$ cat src/rtl/ncc_scan_ctrl.sv
// ncc_scan_ctrl: descriptor load and window-scan sequencer for the 16x16 NCC PE array
// Build option: define NCC_DESC_REUSE_EN to add keep_desc, which lets a start reuse the loaded descriptor.
// Ports:
//   clk, rst                       clock, asynchronous active-high reset
//   start / busy / done            search request, activity flag, one-cycle completion pulse
//   desc_valid/ready/data          descriptor word stream (64 words of 4 packed pixels, MSB byte first)
//   desc_word/load/row_sel/col_grp descriptor register strobe and PE row / column-group address to the array
//   win_valid/ready                search-window pixel stream
//   load_win/load_acc              array window-shift and accumulator load enables
//   score_in                       signed correlation score from the last array column
//   best_x/best_y/best_score       best-scoring template position and its score
//   keep_desc (optional)           skip the descriptor load when one is already resident
module ncc_scan_ctrl #(
    parameter int ARRAY_DIM    = 16,
    parameter int PIX_PER_WORD = 4,
    parameter int WIN_COLS     = 640,
    parameter int WIN_ROWS     = 32,
    parameter int SCORE_W      = 8
) (
    input  logic                                        clk,
    input  logic                                        rst,
    input  logic                                        start,
    output logic                                        busy,
    input  logic                                        desc_valid,
    output logic                                        desc_ready,
    input  logic [31:0]                                 desc_data,
    output logic [31:0]                                 desc_word,
    output logic                                        desc_load,
    output logic [$clog2(ARRAY_DIM)-1:0]                desc_row_sel,
    output logic [$clog2(ARRAY_DIM/PIX_PER_WORD)-1:0]   desc_col_grp,
    input  logic                                        win_valid,
    output logic                                        win_ready,
`ifdef NCC_DESC_REUSE_EN
    input  logic                                        keep_desc,
`endif
    output logic                                        load_win,
    output logic                                        load_acc,
    input  logic [SCORE_W-1:0]                          score_in,
    output logic [$clog2(WIN_COLS)-1:0]                 best_x,
    output logic [$clog2(WIN_ROWS)-1:0]                 best_y,
    output logic [SCORE_W-1:0]                          best_score,
    output logic                                        done
);
    localparam int NW = ARRAY_DIM * ARRAY_DIM / PIX_PER_WORD;
    localparam int WW = $clog2(NW);
    localparam int CW = $clog2(ARRAY_DIM / PIX_PER_WORD);
    localparam int XW = $clog2(WIN_COLS);
    localparam int YW = $clog2(WIN_ROWS);
    localparam logic [SCORE_W-1:0] MIN_SCORE = {1'b1, {(SCORE_W-1){1'b0}}};

    typedef enum logic [2:0] {IDLE, DESC_LOAD, SCAN, DRAIN, DONE} state_t;

    state_t             state_q;
    logic [WW-1:0]      word_idx_q;
    logic [XW-1:0]      col_q, pend_x_q, best_x_q;
    logic [YW-1:0]      row_q, pend_y_q, best_y_q;
    logic [SCORE_W-1:0] best_score_q;
    logic [31:0]        desc_word_q;
    logic               desc_load_q, pend_q, done_q;
    logic               win_xfer;
`ifdef NCC_DESC_REUSE_EN
    logic               desc_loaded_q;
`endif

    assign busy         = state_q != IDLE;
    assign desc_ready   = state_q == DESC_LOAD && !desc_load_q;
    assign win_ready    = state_q == SCAN;
    assign win_xfer     = win_ready && win_valid;
    assign load_win     = win_xfer;
    assign load_acc     = win_xfer;
    assign desc_load    = desc_load_q;
    assign desc_word    = desc_word_q;
    // word_idx still holds the accepted index during the strobe; it advances as the strobe ends
    assign desc_row_sel = word_idx_q[WW-1:CW];
    assign desc_col_grp = word_idx_q[CW-1:0];
    assign best_x       = best_x_q;
    assign best_y       = best_y_q;
    assign best_score   = best_score_q;
    assign done         = done_q;

    always_ff @(posedge clk or posedge rst) begin
        if (rst) begin
            state_q      <= IDLE;
            word_idx_q   <= '0;
            col_q        <= '0;
            row_q        <= '0;
            desc_word_q  <= '0;
            desc_load_q  <= 1'b0;
            pend_q       <= 1'b0;
            pend_x_q     <= '0;
            pend_y_q     <= '0;
            best_x_q     <= '0;
            best_y_q     <= '0;
            best_score_q <= MIN_SCORE;
            done_q       <= 1'b0;
`ifdef NCC_DESC_REUSE_EN
            desc_loaded_q <= 1'b0;
`endif
        end else begin
            done_q <= 1'b0;
            // score for the position accepted last cycle is on score_in now; strict > keeps the earliest tie
            if (pend_q && $signed(score_in) > $signed(best_score_q)) begin
                best_score_q <= score_in;
                best_x_q     <= pend_x_q;
                best_y_q     <= pend_y_q;
            end
            case (state_q)
                IDLE: if (start) begin
                    word_idx_q   <= '0;
                    col_q        <= '0;
                    row_q        <= '0;
                    best_score_q <= MIN_SCORE;
                    best_x_q     <= '0;
                    best_y_q     <= '0;
`ifdef NCC_DESC_REUSE_EN
                    state_q      <= keep_desc && desc_loaded_q ? SCAN : DESC_LOAD;
`else
                    state_q      <= DESC_LOAD;
`endif
                end
                DESC_LOAD: begin
                    if (desc_load_q) begin
                        desc_load_q <= 1'b0;
                        word_idx_q  <= word_idx_q + WW'(1);
                        if (word_idx_q == WW'(NW - 1)) begin
                            state_q <= SCAN;
`ifdef NCC_DESC_REUSE_EN
                            desc_loaded_q <= 1'b1;
`endif
                        end
                    end else if (desc_valid) begin
                        desc_word_q <= desc_data;
                        desc_load_q <= 1'b1;
                    end
                end
                SCAN: begin
                    // the template's right edge reaches the last array column once col >= ARRAY_DIM-1
                    pend_q <= win_xfer && col_q >= XW'(ARRAY_DIM - 1);
                    if (win_xfer) begin
                        pend_x_q <= col_q - XW'(ARRAY_DIM - 1);
                        pend_y_q <= row_q;
                        if (col_q == XW'(WIN_COLS - 1)) begin
                            col_q <= '0;
                            row_q <= row_q + YW'(1);
                            if (row_q == YW'(WIN_ROWS - 1))
                                state_q <= DRAIN;
                        end else begin
                            col_q <= col_q + XW'(1);
                        end
                    end
                end
                DRAIN: begin
                    pend_q  <= 1'b0;
                    done_q  <= 1'b1;
                    state_q <= DONE;
                end
                DONE: state_q <= IDLE;
                default: state_q <= IDLE;
            endcase
        end
    end
endmodule

$ cat config.mk
export PLATFORM = sky130hd
export DESIGN_NAME = ncc_scan_ctrl
export DESIGN_NICKNAME = d
export VERILOG_FILES = /design/src/rtl/ncc_scan_ctrl.sv
export SDC_FILE = /design/constraint.sdc
export NUM_CORES = 1
export LEC_CHECK = 0
export CELL_PAD_IN_SITES_DETAIL_PLACEMENT = 1
export CELL_PAD_IN_SITES_GLOBAL_PLACEMENT = 1
export CORE_UTILIZATION = 41
export DETAILED_ROUTE_END_ITERATION = 16
export PLACE_DENSITY = 0.95
export SLEW_MARGIN = 20
export SYNTH_ARGS = -nofsm -noshare
export SYNTH_HDL_FRONTEND = slang
export SYNTH_SLANG_ARGS = --single-unit
$ cat constraint.sdc
create_clock -name clk -period 6.7 [get_ports clk]
set_input_delay 1.34 -clock clk [delete_from_list [all_inputs] [get_ports clk]]
set_output_delay 1.34 -clock clk [all_outputs]
set_load 0.02 [all_outputs]
# After elaboration in Yosys (flattened, before gate mapping)
# Index checks and enable logic that the tools add are counted.
# Widths: inputs -> output; s select.
[totals]
reg_bits = 97
inputBits = 45
out_inout_bits = 68
wordCells = 79
[classes]
addsub = 4
order_cmp = 2
n_eq_ne = 12
mux = 31
bitwise = 1
reduce_logical = 16
[ops]
columns = ["operator", "n"]
rows = [
  ["$mux 10", 6],
  ["$mux 5", 6],
  ["$mux 8", 3],
  ["$pmux 10 s2", 1],
  ["$mux 3", 6],
  ["$mux 6", 2],
  ["$pmux 3 s4", 1],
  ["$pmux 6 s2", 1],
  ["$add 10x1->10 const B", 1],
  ["$eq 10x10->1 const B", 1],
  ["$ge 10x4->1 const B", 1],
  ["$pmux 5 s2", 1],
  ["$sub 10x4->10 const B", 1],
  ["$reduce_and 3->1", 3],
  ["$gt 8x8->1", 1],
  ["$ne 2x1->1 const B", 4],
  ["$add 6x1->6 const B", 1],
  ["$eq 3x2->1 const B", 2],
  ["$eq 6x6->1 const B", 1],
  ["$reduce_and 6->1", 1],
  ["$reduce_bool 2->1", 3],
  ["$add 5x1->5 const B", 1],
  ["$eq 5x5->1 const B", 1],
  ["$logic_and 1x1->1", 4],
  ["other kinds (10)", 13],
]

# Longest topological paths before layout
[logic_depth]
depth_word = 5
depth_mapped = 7
mapped_depth_nobuf = 6

# Least setup slack after synthesis
# Ideal clock, no wire load.
[synth_timing]
path_type = "input-to-output"
startpoint = "input win_valid"
endpoint = "output load_win"
arrival_time_ns = 2.258
t_required_ns = 5.360
slack_ns = 3.102
cell_stages = 3
n_path_buf = 2
cell_sequence = "and4bb_2 > clkbuf_1 > buf_4"
[synth_between]
elab_chain_len = 1
[synth_lines]
columns = ["item", "line", "text"]
rows = [
  ["from (decl)", "31", "input logic win_valid,"],
  ["$logic_and 1x1->1", "68", "assign win_xfer = win_ready && win_valid;"],
  ["to (decl)", "36", "output logic load_win,"],
]
# No other way between the ends.

# Worst setup path in the final report
# Same ends and word-level chain as after synthesis.

==> key figures <==
Status
  – Status: complete, no violations

Setup path
  – R2R cell count: 7
  – R2R Path Start: best_score[7]$_DFF_PP1_
  – Critical path arrival: 3.34 ns
  – Critical path fanouts, max: 33
  – Most used cell, CP: clkdlybuf4s50_1
  – Crit. End Element: output pin
  – Critical path cell sequence: clkdlybuf4s50_1 -> and4bb_2 -> clkdlybuf4s50_1
  – Worst Setup SP: win_valid
  – Element type at the critical path start: input port
  – Critical Path Sink: load_win
  – CP max stage cell: and4bb_2
  – Top Family by Delay on Critical Path: buffers and inverters
  – Crit Path Class: input port to output pin
  – Required time of the critical path: 5.36 ns
  – Crit. path cell count: 3
  – WP buf/inv: 2
  – R2R Setup Slk: 4.08 ns
  – CP peak stage delay: 0.73 ns
  – Reg2reg end: best_x[3]$_DFF_PP0_

GRT
  – GRT overflow: 0
  – Initial antenna violation count: 0
  – Gr usage total: 21.01%
  – First-pass GRT wire length: 18,760 um
  – Vias in the first global route: 3,786
  – Largest net degree at the start of global routing: 75

Placed design
  – DP Area: 5756 um2
  – Port Buffer Count: 112
  – Final GP Congestion: 0.7906
  – Hpwl dp: 8281 um

Floorplan
  – Initial Utilization: 42.04%
  – IO Pins: 113
  – Die Height: 107.4 um
  – Chip Width: 107.4 um
  – Core area: 10,840 um2
  – Std-Cell Rows: 38
  – Die ar.: 11,540 um2

Final layout
  – Final instance area: 5951 um2
  – Nets@finish: 568
  – Ratio of cells with drive above 1 in the final layout: 12.40%
  – Area Growth Syn to Fin: 30.59%
  – FF+latch area: 2429 um2
  – Combined area of the multi-input logic cells: 1953 um2
  – Fillers: 1,199
  – Number of diodes: 0

CTS
  – Clk sinks: 97
  – Clock buffer depth: 2
  – Root Driver: clkbuf_8
  – TritonCTS Buffers: 9
  – Clk pin slew, worst setup/hold paths: 0.09 ns
  – CTS resizes: 0
  – CTS tree: done
  – Post-CTS setup buffers: 0
  – Max H-tree Level: 3
  – Post-CTS Hold Buffers: 0
  – Clock latency on the worst-skew pair: 0.37 ns

Timing
  – Post-layout minimum cycle time: 4.679 ns
  – Setup TNS: 0 ns
  – Max-slew violation count: 0
  – Fin. Hold Viols: 0
  – Period Utilization, post-route: 69.84%
  – Skew final: 0.008376 ns
  – Relative slew margins: 38.94%
  – Slew @ Worst Pin: 0.9159 ns
  – Fmax: 213.7 MHz
  – RSZ-0062 raised after global routing: false
  – Final setup fails: 0

Route
  – Via density: 5.284
  – Wire per inst: 17.05 um
  – Drt drc: 0
  – Drt initial violations: 76
  – Vias: 3,466
  – Pre-antenna DRT Iters: 4
  – Detailed Route WL: 11,180 um
  – Routed Antenna Nets: 0

Logic synthesis
  – Post-synth ARST share: 100.0%
  – Post-synthesis compound-gate area fraction: 6.370%
  – Main combinational cell family by area after synthesis: simple AND/OR/NAND/NOR gates
  – Synth Flop Type: dfrtp_1
  – Post-Syn Area per Cell: 11.17 um2
  – Mapped Nets: 465
  – Synthesized area: 4557 um2
  – Synth area leader: dfrtp_1
  – Adder-Cell Fraction of Synth Area: 3.295%
  – Simple-gate share of the synthesized area: 15.40%
  – Area share of the largest cell type after synthesis: 52.72%
  – Largest cells by area after synthesis: dfrtp_1, mux2_2, nand2_1, mux2i_1, ha_1
  – XOR/XNOR share of the synthesized area: 2.499%
  – Synth Instances: 408
  – Post-synthesis mux area share: 15.13%
  – Yosys Warn Count: 0
  – Cell variety after synth: 54
  – Yosys reg bits: 97
  – Sequential area share after synthesis: 53.29%
  – Number of synthesized flops with an enable pin: 0

Run
  – Max Cap Viol: 0

Power and ir drop
  – Worst VDD drop: 0.1710 mV
  – Leak: 2.623 nW
  – Cell area power density: 278.5 nW/um2

Min path
  – HP Class: register to register
[Yosys cell counts, types with 3 or more instances]
library cell and instances:
clkbuf_1 6, nor2_1 22, nand4_1 7, mux2_1 4
dfrtp_1 96, ha_1 12, buf_6 3, inv_1 14
xor2_1 5, buf_2 11, nand2_1 67, a21o_1 3
nand3_1 10, mux2_2 35, xnor2_1 8, nor3_1 6
o21ai_0 11, mux2i_1 25, a21oi_1 14, and4bb_2 3
[metal layers]
metal,wire length (um),up-vias,track usage (%)
met5,0,-,0
met4,146,0,7.339
met3,499,14,4.298
met2,6043,87,38.20
met1,4493,1743,24.44
li1,-,1622,-
[placed cells by master (no fill, tap or decap), types with 2 or more instances in the layout]
master,instances
mux2i_1,25
nand2_1,67
nand2b_1,2
dfrtp_1,96
or2_1,2
ha_1,12
nor4b_1,2
a311oi_1,2
or3b_1,2
xnor2_1,8
nand4_1,7
and4_1,2
a211oi_1,2
and3_1,2
buf_4,3
mux2_2,35
clkinv_2,3
a21o_1,3
inv_1,13
and4bb_2,3
a21oi_1,14
nor3_1,6
nand3_1,10
o21ai_0,11
mux2_1,4
nor3b_1,2
clkbuf_8,10
nor2b_1,2
or3_1,2
nor2_1,22
xor2_1,5
clkdlybuf4s50_1,112
[report_power, final]
part           switching [mW]  total, mW  leakage [nW]  internal [mW]
combinational           0.280      0.549          1.28          0.269
clock                   0.201      0.384         0.103          0.183
sequential             0.0634      0.724          1.24          0.661
total                   0.545       1.66          2.62           1.11
[area by class of cell]
| class | instances | share of cell area (%) |
|---|---|---|
| Sequential cell | 97 | 40.81 |
| Timing Repair Buffer | 115 | 19.22 |
| Tap cell | 140 | 2.944 |
| Inverter | 14 | 0.9251 |
| Clock buffer | 11 | 2.376 |
| Clock inverter | 5 | 0.9041 |
| Multi-Input combinational cell | 274 | 32.82 |
[sequential cells by signal, summed over array words and instances, names as in the netlist]
register / flops
desc_word: 32
best_x: 10
col_q: 10
pend_x_q: 10
best_score: 8
word_idx_q: 6
best_y: 5
pend_y_q: 5
row_q: 5
state_q: 3
desc_load: 1
done: 1
pend_q: 1
[cell families (layout without fill, tap and decap cells)]
kind of cell / count (synthesis) / after routing
buf+inv: 37 / 145
mux: 64 / 64
fa+ha+maj: 12 / 12
flops: 97 / 97
compound gates: 44 / 44
simple gates: 141 / 141
xor+xnor: 13 / 13
[per-stage QoR]
step	instances	worst slack, ns	hold WS (ns)	util, %	total power, mW
6_report	656	2.021	0.5028	54.89	1.657
5_1_grt	656	1.946	0.5205	54.89	1.746
4_1_cts	656	2.004	0.5114	54.89	1.680
3_5_place_dp	640	2.034	0.4862	53.09	1.290
3_3_place_gp	640	2.066	0.4749	53.09	1.250
2_1_floorplan	408	2.828	0.4487	-	1.034
[worst register-to-register path, cell delays in order (launching register included)]
cell and delay (ns):
dfstp_2 0.57, inv_1 0.05, ha_1 0.32, or3b_1 0.42
a211oi_1 0.51, a211oi_4 0.18, buf_4 0.29, mux2i_1 0.15
[how the worst min path moves through the flow]
stage | slack (ns) | cells past startpoint | end | start
2_1_floorplan | 0.45 | 1 | pend_q$_DFFE_PP0P_ | pend_q$_DFFE_PP0P_
3_3_place_gp | 0.47 | 1 | desc_word[31]$_DFFE_PP0P_ | desc_word[31]$_DFFE_PP0P_
3_5_place_dp | 0.49 | 1 | desc_word[30]$_DFFE_PP0P_ | desc_word[30]$_DFFE_PP0P_
4_1_cts | 0.51 | 1 | desc_word[30]$_DFFE_PP0P_ | desc_word[30]$_DFFE_PP0P_
5_1_grt | 0.52 | 1 | desc_word[30]$_DFFE_PP0P_ | desc_word[30]$_DFFE_PP0P_
6_report | 0.50 | 1 | desc_word[30]$_DFFE_PP0P_ | desc_word[30]$_DFFE_PP0P_
Note: power is estimated with default switching activity, not from simulation.
